**config.mk**
```make
export PLATFORM = sky130hd
export DESIGN_NAME = uart_prog_loader
export DESIGN_NICKNAME = d
export VERILOG_FILES = /design/src/rtl/uart_prog_loader.sv
export SDC_FILE = /design/constraint.sdc
export NUM_CORES = 1
export LEC_CHECK = 0
export ABC_AREA = 1
export ABC_CLOCK_PERIOD_IN_PS = 3800
export BUFFER_PORTS_ARGS = -buffer_cell sky130_fd_sc_hd__buf_2
export CORE_MARGIN = 2
export CORE_UTILIZATION = 45
export DETAILED_ROUTE_END_ITERATION = 6
export GPL_TIMING_DRIVEN = 0
export PLACE_DENSITY_LB_ADDON = 0.12
export SETUP_SLACK_MARGIN = 0.02
export SLEW_MARGIN = 20
export SYNTH_ARGS = -nofsm -noshare
export SYNTH_HDL_FRONTEND = slang
export SYNTH_SLANG_ARGS = --single-unit
export TNS_END_PERCENT = 1
```
**constraint.sdc**
```tcl
create_clock -name clk -period 3.8 [get_ports clk]
set_input_delay 0.19 -clock clk [delete_from_list [all_inputs] [get_ports clk]]
set_output_delay 0.19 -clock clk [all_outputs]
set_load 0.02 [all_outputs]
```
**src/rtl/uart_prog_loader.sv**
```systemverilog
// uart_prog_loader: 8N1 UART receiver plus loader that writes 16 bytes after a sync byte into CPU RAM.
module uart_prog_loader #(
  parameter int CLKS_PER_BIT = 104,
  parameter logic [7:0] SYNC_BYTE = 8'hA5
) (
  input  logic       clk,
  input  logic       reset,
  input  logic       rx,
  output logic       prog,
  output logic [3:0] addr,
  output logic [7:0] data,
  output logic       cpu_hold,
  output logic       done,
  output logic       error,
  output logic       busy
);
  localparam int CW = $clog2(CLKS_PER_BIT);
  localparam logic [CW-1:0] HALF = CW'(CLKS_PER_BIT / 2);
  localparam logic [CW-1:0] LAST = CW'(CLKS_PER_BIT - 1);
  typedef enum logic [1:0] {R_IDLE, R_START, R_DATA, R_STOP} rx_state_t;
  typedef enum logic {WAIT_SYNC, LOAD} ld_state_t;
  logic rx_s1, rx_s2;
  rx_state_t rs, rs_n;
  logic [CW-1:0] cnt, cnt_n;
  logic [2:0] bit_idx, bit_n;
  logic [7:0] sr, sr_n;
  logic byte_valid, bv_n, frame_err, fe_n;
  ld_state_t ls, ls_n;
  logic [3:0] cnt4, cnt4_n, addr_n;
  logic [7:0] data_n;
  logic prog_n, err_n, last, hold_n, done_n;
  assign busy = rs != R_IDLE;
  always_comb begin
    rs_n = rs;
    cnt_n = cnt + 1'b1;
    bit_n = bit_idx;
    sr_n = sr;
    bv_n = 1'b0;
    fe_n = 1'b0;
    case (rs)
      R_IDLE: begin
        cnt_n = '0;
        rs_n = rx_s2 ? R_IDLE : R_START;
      end
      R_START: if (cnt == HALF) begin
        cnt_n = '0;
        bit_n = '0;
        rs_n = rx_s2 ? R_IDLE : R_DATA;
      end
      R_DATA: if (cnt == LAST) begin
        cnt_n = '0;
        sr_n = {rx_s2, sr[7:1]};
        bit_n = bit_idx + 1'b1;
        rs_n = (bit_idx == 3'd7) ? R_STOP : R_DATA;
      end
      R_STOP: if (cnt == LAST) begin
        cnt_n = '0;
        rs_n = R_IDLE;
        bv_n = rx_s2;
        fe_n = !rx_s2;
      end
      default: rs_n = R_IDLE;
    endcase
  end
  always_ff @(posedge clk) begin
    if (reset) begin
      rx_s1 <= 1'b1;
      rx_s2 <= 1'b1;
      rs <= R_IDLE;
      cnt <= '0;
      bit_idx <= '0;
      sr <= '0;
      byte_valid <= 1'b0;
      frame_err <= 1'b0;
    end else begin
      rx_s1 <= rx;
      rx_s2 <= rx_s1;
      rs <= rs_n;
      cnt <= cnt_n;
      bit_idx <= bit_n;
      sr <= sr_n;
      byte_valid <= bv_n;
      frame_err <= fe_n;
    end
  end
  // cpu_hold stays up through the final write; done follows one cycle after it
  always_comb begin
    ls_n = ls;
    cnt4_n = cnt4;
    prog_n = 1'b0;
    addr_n = addr;
    data_n = data;
    err_n = error;
    last = 1'b0;
    case (ls)
      WAIT_SYNC: if (byte_valid && sr == SYNC_BYTE) begin
        ls_n = LOAD;
        cnt4_n = '0;
        err_n = 1'b0;
      end
      LOAD: if (frame_err) begin
        ls_n = WAIT_SYNC;
        err_n = 1'b1;
      end else if (byte_valid) begin
        prog_n = 1'b1;
        addr_n = cnt4;
        data_n = sr;
        cnt4_n = cnt4 + 1'b1;
        last = cnt4 == 4'hF;
        ls_n = last ? WAIT_SYNC : LOAD;
      end
      default: ls_n = WAIT_SYNC;
    endcase
    hold_n = (ls_n == LOAD) || last;
    done_n = prog && addr == 4'hF && cpu_hold;
  end
  always_ff @(posedge clk) begin
    if (reset) begin
      ls <= WAIT_SYNC;
      cnt4 <= '0;
      prog <= 1'b0;
      addr <= '0;
      data <= '0;
      cpu_hold <= 1'b0;
      done <= 1'b0;
      error <= 1'b0;
    end else begin
      ls <= ls_n;
      cnt4 <= cnt4_n;
      prog <= prog_n;
      addr <= addr_n;
      data <= data_n;
      cpu_hold <= hold_n;
      done <= done_n;
      error <= err_n;
    end
  end
endmodule

```
== After elaboration in Yosys (flattened, before gate mapping) ==
Cells that the tools add are included.
Operators by class
  add/subtract/negate cells: 3
  equal/unequal tests: 16
  multiplexer cells: 29
  bitwise gates (word level): 4
  reduce and logical (&&, ||, !) cells: 17
Operators with widths (count)
  7-bit one-hot mux with 3 select lines: 1
  7-bit two-way mux: 2
  2-bit != test, second input constant: 7
  1-bit two-way mux: 12
  4-bit two-way mux: 3
  3-bit AND reduction: 4
  4-bit == test, second input constant: 2
  8-bit == test, second input constant: 1
  2-bit two-way mux: 4
  2-bit one-hot mux with 4 select lines: 1
  4-bit one-hot mux with 2 select lines: 1
  7-bit by 1-bit adder with 7-bit output, second input constant: 1
  7-bit by 6-bit == test with 1-bit output, second input constant: 1
  7-bit == test, second input constant: 1
  3-bit two-way mux: 2
  3-bit one-hot mux with 2 select lines: 1
  3-bit OR reduction: 2
  4-bit by 1-bit adder with 4-bit output, second input constant: 1
  2-bit == test, second input constant: 2
  1-bit inverter: 4
  1-bit one-hot mux with 2 select lines: 2
  2-bit AND reduction: 2
  2-bit nonzero test: 2
  3-bit by 1-bit adder with 3-bit output, second input constant: 1
  other kinds (7): 9
Storage, ports and cells
  flip-flop bits (word level): 45
  input bits: 3
  output and inout port bits: 17
  logic and storage cells: 85

== Logic depth before layout (Yosys ltp) ==
Gate-level depths: netlist (run 1).
  depth after elaboration: 6
  depth in mapped cells: 9
  gate-level depth less buffers: 9

== Least setup slack after synthesis (run 1) ==
No wires, ideal clock.
  kind: reg-to-reg
  start point: register cnt[0]
  end point: register rs[0]
  library setup time: 0.113 ns
  arrival: 1.207 ns
  data required time: 3.687 ns
  setup slack: 2.480 ns
  cell stages (with the launch flop): 9
  buffers on the path: 0
  period minus slack after synthesis: 1.320 ns
  cell sequence: dfxtp_1 ha_1 nand2_1 nor2_1 nand2_1 nand2_1 nand2_2 o21ai_1 inv_1
On the way
  cells in the longest elaborated chain, start to end: 3
  elaborated cells on any way between the ends: 6
  those cells by class: eq/ne: 5; reduce/logical: 1
RTL lines
  start, declared: line 24  | logic [CW-1:0] cnt, cnt_n;
  start signal, assigned: line 79  | cnt <= cnt_n;
  7-bit == test or 7-bit by 6-bit == test with 1-bit output (tied branches): line 50, 56, 45
  2-bit != test (no line)
  3-bit AND reduction (no line) (*)
  end signal, assigned: line 78  | rs <= rs_n;
  end, declared: line 23  | rx_state_t rs, rs_n;
Mark *: on every way between the ends. The rest lies on a longest branch, timed or not.
A chain may end at the register's enable or synchronous reset.

== Worst setup path after layout (run 1) ==
Ends and elaborated chain as after synthesis.

==> results of run 1 <==
[worst max path at each step]
stage	to	slack (ns)	cells past startpoint
after global placement	cnt[5]	2.35	8
final	rs[0]	2.34	8
after CTS	rs[0]	2.33	8
after global routing	rs[0]	2.14	8
after detailed placement	rs[0]	2.33	8
after floorplan	rs[0]	2.48	8
[worst register-to-register path, stage by stage, from the launching register on]
cell     delay (ns)
dfxtp_1        0.38
ha_1           0.22
nand2_1        0.07
nor2_1         0.20
nand2_1        0.13
nand2_1        0.12
nand2_2        0.08
o21ai_1        0.12
inv_1          0.04
[cell usage in the layout, fill, tap and decap left out, drive strengths merged]
cell    count
xor2        3
o21ai      18
o211ai      1
nand3b      1
or2         4
inv        36
xnor2       2
nand2      37
clkinv      4
ha          5
a211oi      1
nand4       3
nor2       25
nand3      21
clkbuf      9
a21oi      28
nor3        1
dfxtp      45
buf        21
nor4        1
[stage by stage]
step           setup WS (ns)  area [sq um]  total power (W)  instances
6_report                2.34          2130         0.000804        316
5_1_grt                 2.14          2130         0.000838        316
4_1_cts                 2.33          2130         0.000816        316
3_5_place_dp            2.33          2040         0.000517        308
3_3_place_gp            2.35          2040         0.000517        308
2_1_floorplan           2.48          1880         0.000510        239
[where the power goes]
part | total [W] | internal, W | switching (W)
Clock | 0.000298 | 0.000130 | 0.000168
Combinational | 0.0000288 | 0.00000986 | 0.0000190
Sequential | 0.000477 | 0.000475 | 0.00000249
[cells by family after synthesis]
logic type / Yosys count
xor+xnor: 5
fa+ha+maj: 5
flops: 45
simple gates: 93
buf+inv: 43
compound gates: 48
[flip-flops by register name (all words and copies together) (netlist names), named ones only]
register / count
done: 1
byte_valid: 1
rx_s2: 1
cnt: 7
error: 1
cnt4: 4
sr: 8
prog: 1
cpu_hold: 1
ls: 1
data: 8
bit_idx: 3
addr: 4
rx_s1: 1
rs: 1
frame_err: 1
[metal layers]
layer	wire (um)	GRT usage (%)
met1	1900	25.1
met2	1460	24.9
met5	0	0
met4	58	8.09
met3	143	4.87
[layout make-up]
cell class	instances	area, sq um	share of cell area, %
clock buffers	5	68.8	3.23
flip-flops and latches	45	901	42.2
plain buffers	6	37.5	1.76
repair buffers	19	95.1	4.46
well taps	50	62.6	2.93
inverters	37	139	6.51
clock inverters	3	22.5	1.06
multi-input cells	151	807	37.8
==> metrics list, run 1 <==
- At the end of the flow, the number of nets in the layout was about 270.
- The worst setup path is launched from a flop.
- The worst setup path is captured at a flop.
* Critical-path top delay cell: dfxtp_1
- Among the stages of the critical path, the cell type that occurs most often is nand2_1.
- After synthesis the netlist holds a flip-flop and latch count of 45.
* Slew Limit Fails: 0
- The critical path in this run is classified as flop to flop.
- From left edge to right edge, the die measures ~69 um.
* Post-route minimum period: 1.46 ns
- The flow ran to the end, and the final reports show no timing, DRC or antenna violations.
- After clock tree synthesis, the setup repair step added 0 buffers.
- Routed wire length: between 3000 and 4000 um
- Sequential share of the synthesized area: between 40% and 50%
- Pin count of the biggest net entering global routing: 16
* Number of buffers inserted for hold repair after clock tree synthesis: 0
* Detailed-route via count: approximately 1.5k
- Worst setup path start: cnt[0]
- Once detailed placement completed, the half-perimeter wirelength came to 2570 um.
- Counting instances, the worst hold path has a depth of 2.
- The number of antenna violations at the first check in global routing is 0.
- Path category of the worst min-delay check: input pin to flop
* Ports: 20
* Setup slack of the most critical reg-to-reg path: around 2.3 ns
- Count of fill cells added during filler insertion: 423
* Endpoint with the worst hold slack: rx_s1
* Number of antenna repair diodes: 0
- Final hold slack: ~0.066 ns
- For this run, the number of Yosys warnings is 0.
- Maximum number of buffers from clock root to sink: 2
* Number of standard-cell rows in the floorplan: 23
* Clock root buffer master: clkbuf_8
* Synth Flop Type: dfxtp_1
- The analysis attributes to cell leakage a power of 0.888 nW.
- The first global-routing pass estimated 6080 um of wire.
* Leading area contributor after synthesis: dfxtp_1
* Maximum capacitance violations: 0
* Transition at the pin with the smallest max-transition slack: between 0.5 and 0.6 ns
* Final critical-path share of the clock period: 38.3%
- The netlist uses 28 different library cells.
* Pwr per Cell Area: ~380 mW/mm^2
- Setup repair after global routing left no endpoint under its margin.
- For this design, the sink count on the clock tree is 45.
- Broken down by cell family, the worst path's largest delay share belongs to simple AND/OR/NAND/NOR gates.
- Fraction of layout instances using a drive strength above 1: between 10% and 20%
- Dividing the synthesized area by the synthesized cell count gives ~7.9 sq um.
- Antenna-violating nets left: 0
* Number of optimization iterations in the first detailed-route pass: 4
- Die Span Y: between 60 and 70 um
- Gate Count Post-Synth: around 240
- Together, buffers and inverters on the worst path number 1.
* Async SR Flop Fraction: 0%
- Setup TNS: 0 ns
- The number of nets handed over by synthesis was 247.
- Most frequently used cell type in the post-synthesis netlist: dfxtp_1
* Area growth from synthesis to layout: 13.2%
- The initial utilization of the core area, before any placement, comes to 46.8%.
- Final hold viol count: 0
- Maximum operating frequency: a little under 0.7 GHz
- TritonCTS buffer count: 5
- Headroom to the max-slew limit came out at 66.5%.
- In this run the cell area of the synthesized design comes to 0.00188 sq mm.
- Across every metal layer, demand over resource in global routing totals between 10% and 20%.
* Clock H-tree levels: 2
- Number of flops mapped to enable cells by yosys: 0
- Full die area: between 0.004 and 0.005 sq mm
- After detailed routing, the number of vias per cell comes to ~4.7.
- Vias in the first global route: between 1k and 1.5k
- First-iteration detailed-routing DRC count: 68
- By area, the combinational part of the netlist is dominated by simple AND/OR/NAND/NOR gates.
* Worst Skew: around 0.01 ns
- Summed over all layers, the global routing overflow is 0.
* Post-Synth Simple-Gate Area: roughly a quarter
- The worst register-to-register path begins at cnt[0].
- Largest stage delay on the critical path: about 0.38 ns
- Clk pin slew, worst setup/hold paths: approximately 0.080 ns
- In this run the critical register-to-register path is captured at rs[0].
- Input and output buffers added on the ports amount to 19.
* Synth area leaders: dfxtp_1 48%, a21oi_1 7.4%, inv_1 6.8%, nand2_1 6.8%, nand3_1 4.8%
- Area share of the leading cell type in the synthesized netlist: a little under half
* # setup viols final: 0
* Maximum vdd ir drop: approximately 0.20 mV
- Along the worst path, the maximum fanout reaches 4.
- Cells fill approximately 53% of the core in the end.
- For this run, design rule violations remaining after detail routing come to 0.
- Proportion of synthesized area in mux cells: 0%
- Share of the synthesized area in compound gates (AO/OA/AOI/OAI): roughly an eighth
- After Yosys synthesis, XOR and XNOR cells account for 2.32% of the synthesized area.
- CTS tree: yes
- Measured in cells, the most critical reg-to-reg path has a length of 8.
- Clock Latency Late Sink: 0.30 ns
- In this run the most critical hold path is launched from rx.
- Cells resized by post-CTS repair: 0
- Adder-cell area share of the yosys netlist: under 10%
- Drt wl/cell: roughly 11 um
* Req. time, crit path: ~4 ns
- RePlAce Congestion: 0.801
* Signal arrival time at the worst endpoint: 1.65 ns
- Cell breakdown of the critical path: ha_1 -> nand2_1 -> nor2_1 -> nand2_1 -> nand2_1 -> nand2_2 -> o21ai_1 -> inv_1
- CORE AREA: roughly 0.004 sq mm
* Commonest cells in the netlist: 45 x dfxtp_1, 34 x inv_1, 34 x nand2_1
Note: power is estimated with default switching activity, not from simulation.
==> run 2, diff against run 1 <==
ABC_CLOCK_PERIOD_IN_PS = 1500   (was 3800)
clock period = 1.5 ns   (was 3.8 ns; I/O delays follow)
==> run 2 against run 1 <==
- total power increased to 2.5 times the previous value
- global-route usage increased by 0.21 points
- setup slack got worse by 2.2 ns
- register-to-register slack got worse by 2.2 ns
- via count increased by 0.20%
- clock power increased to 2.5 times the previous value
- die area unchanged
- critical path depth decreased by 2
- sequential cell count unchanged
- clock-buffer cell count unchanged
- routed wire length increased by 0.62%
- critical endpoint is now addr[1]
- largest cell class unchanged
- largest power group unchanged
==> metrics list, run 2 (synthesized netlist as in run 1, its figures left out) <==
- The run finished with clean final reports.
- # setup viols final: 0 (unchanged)
- The highest fanout seen on the critical path was 10 (+6).
- The remaining antenna violation count was 0 (unchanged).
- Crit start category: input pin
* Setup slack of the most critical reg-to-reg path: 0.18 ns (-2.16 ns)
- Final hold viol count: 0 (unchanged)
* Kind of critical path: input pin to flop
- The reported leakage power was 0.895 nW (+0.82%).
- Nature of the critical path endpoint: flop
- The number of cell rows is 23 (unchanged).
- Clock Latency Late Sink: 0.30 ns (about the same)
- The number of top-level design ports is 20 (unchanged).
- For this run, the top clock speed supported by timing is about 0.74 GHz.
* Post-route minimum period: ~1.4 ns
* Initial antenna violation count: 0 (unchanged)
* Avg Vias per Cell: 4.70 (-0.43%)
- Transition at the pin with the smallest max-transition slack: 0.500 ns (-0.00211 ns)
- RePlAce Congestion: 0.801 (unchanged)
- The total overflow reported by the global router is 0 (unchanged).
- The worst register-to-register path begins at cnt[0].
- Full die area: 0.00472 sq mm (unchanged)
- Clock root buffer master: clkbuf_8
- Maximum number of buffers from clock root to sink: 2 (unchanged)
- The die height was 68.7 um (unchanged).
* Final hold slack: 0.421 ns (+0.355 ns)
- The clock transition at the registers of the reported paths was 0.08 ns (about the same).
- In the layout the commonest cells are 43 x dfxtp_1, 34 x inv_1, 34 x nand2_1.
- Pwr per Cell Area: 939 mW/mm^2 (+150%)
* Capturing point of the worst reg2reg path: rs[0]
- Setup TNS: 0 ns (unchanged)
- The path with the worst hold slack has its endpoint at rx_s2.
- The peak supply drop is 0.512 mV (+150%).
- The area of the core is 0.00403 sq mm (unchanged).
- Largest registers ranked by flip-flop count: data (8), sr (8), cnt (7)
- Hold path startpoint: rx_s1
* Number of antenna repair diodes: 0 (unchanged)
* Number of optimization iterations in the first detailed-route pass: 4 (unchanged)
* TritonCTS buffer count: 5 (unchanged)
* Global Route Usage Sum: 17.9% (+0.21 points)
* Drt wl/cell: 11.3 um (about the same)
* Post-route DRC violation count: 0 (unchanged)
- The number of pins with negative max-slew slack in the final report was 0 (unchanged).
- The net total in the final layout was 275 (+0.73%).
- Compared with the post-synthesis result, the final layout area differs by 15.2%.
- Dividing the final minimum period by the clock period gives 90.1%.
- The headroom to the max-slew limit was 66.7% (+0.14 points).
- The number of input and output port buffers inserted is 19 (unchanged).
- Worst setup path start: reset
* Path category of the worst min-delay check: flop to flop
- Die extent in x: 68.7 um (unchanged)
- The pin count of the biggest net entering global routing came to 16 (unchanged).
* Worst Reg-to-Reg Cells: 8 (unchanged)
* Total non-filler cell area in the finished layout: 0.00217 sq mm (+1.8%)
* Signal arrival time at the worst endpoint: 1.58 ns (-0.07 ns)
* Vias in the first global route: 1352 (+0.52%)
- Fraction of layout instances using a drive strength above 1: 17.5% (+1.4 points)
- The number of maximum-capacitance constraint violations came to 0 (unchanged).
* First-iteration detailed-routing DRC count: 92 (+35%)
- Worst Skew: 0.00764 ns (-0.00252 ns)
- Initial core utilization: 46.8% (unchanged)
- The final HPWL from detailed placement came to 2570 um (unchanged).
* Req. time, crit path: 1.73 ns (-2.27 ns)
* Most common cell after layout, fill and taps aside: dfxtp_1
- The total placed instance area was 0.00204 sq mm (unchanged).
- The total area of multi-input combinational cells came to 822 sq um (+1.9%).
- Clock sinks: 45 (unchanged)
- Combined flip-flop and latch cell area: 903 sq um (+0.28%)
* Routed wire length: 3580 um (+0.62%)
- RSZ-0062 raised after global routing: yes
* Cell count of the worst hold path: 1 (-1)
- Detailed-route via count: 1495 (+0.20%)
* CTS tree: yes
* First-pass GRT wire length: 6130 um (+0.92%)
* Clock H-tree levels: 2 (unchanged)
- The number of fillers in the final layout came to 423 (unchanged).
[run 2: area by class of cell]
cell class,count,area share [%]
Sequential cell,45,41.6
Multi-Input combinational cell,151,37.9
Inverter,37,6.40
Timing Repair Buffer,21,5.30
Clock buffer,5,3.17
Tap cell,50,2.88
Buffer,6,1.73
Clock inverter,3,1.04
[run 2: worst max-delay path, cell delays in order]
cell and delay [ns]:
dlygate4sd3_1 0.53, buf_2 0.13, clkinv_1 0.21, clkbuf_1 0.35
o21ai_0 0.14, a21oi_1 0.15
[run 2: power breakdown]
part	switching (W)	leakage, nW	internal (W)
Clock	0.000421	0.0481	0.000330
Combinational	0.0000493	0.483	0.0000289
Sequential	0.00000639	0.364	0.00120
[run 2: timing repair]
| item | in CTS | in global routing |
|---|---|---|
| endpoints found under the setup margin | 0 | 21 |
| resized for setup | 0 | 6 |
| hold buffers | 2 | 0 |
| endpoints found under the hold margin | 2 | 0 |
| buffers inserted | 0 | 0 |
[run 2: worst max path at each step]
stage / slack (ns) / endpoint
2_1_floorplan: 0.18 / rs[0]
3_3_place_gp: 0.05 / cnt[5]
3_5_place_dp: 0.03 / rs[0]
4_1_cts: 0.03 / rs[0]
5_1_grt: 0.02 / addr[1]
6_report: 0.15 / addr[1]
[run 2: routing by layer]
metal / wire (um) / global-route usage, % / vias up
li1: - / - / 823
met3: 137 / 4.87 / 6
met1: 1850 / 25.5 / 648
met4: 63 / 8.09 / 0
met2: 1530 / 25.2 / 18
met5: 0 / 0 / -
[run 2: stage by stage]
| stage | setup slack [ns] | util, % | total power (W) | std cells |
|---|---|---|---|---|
| after global routing | 0.0153 | 53.9 | 0.00213 | 318 |
| after CTS | 0.0253 | 53.4 | 0.00207 | 318 |
| final | 0.149 | 53.9 | 0.00204 | 318 |
| after detailed placement | 0.0266 | 50.7 | 0.00131 | 308 |
| after global placement | 0.0524 | 50.7 | 0.00131 | 308 |
| after floorplan | 0.180 | - | 0.00129 | 239 |
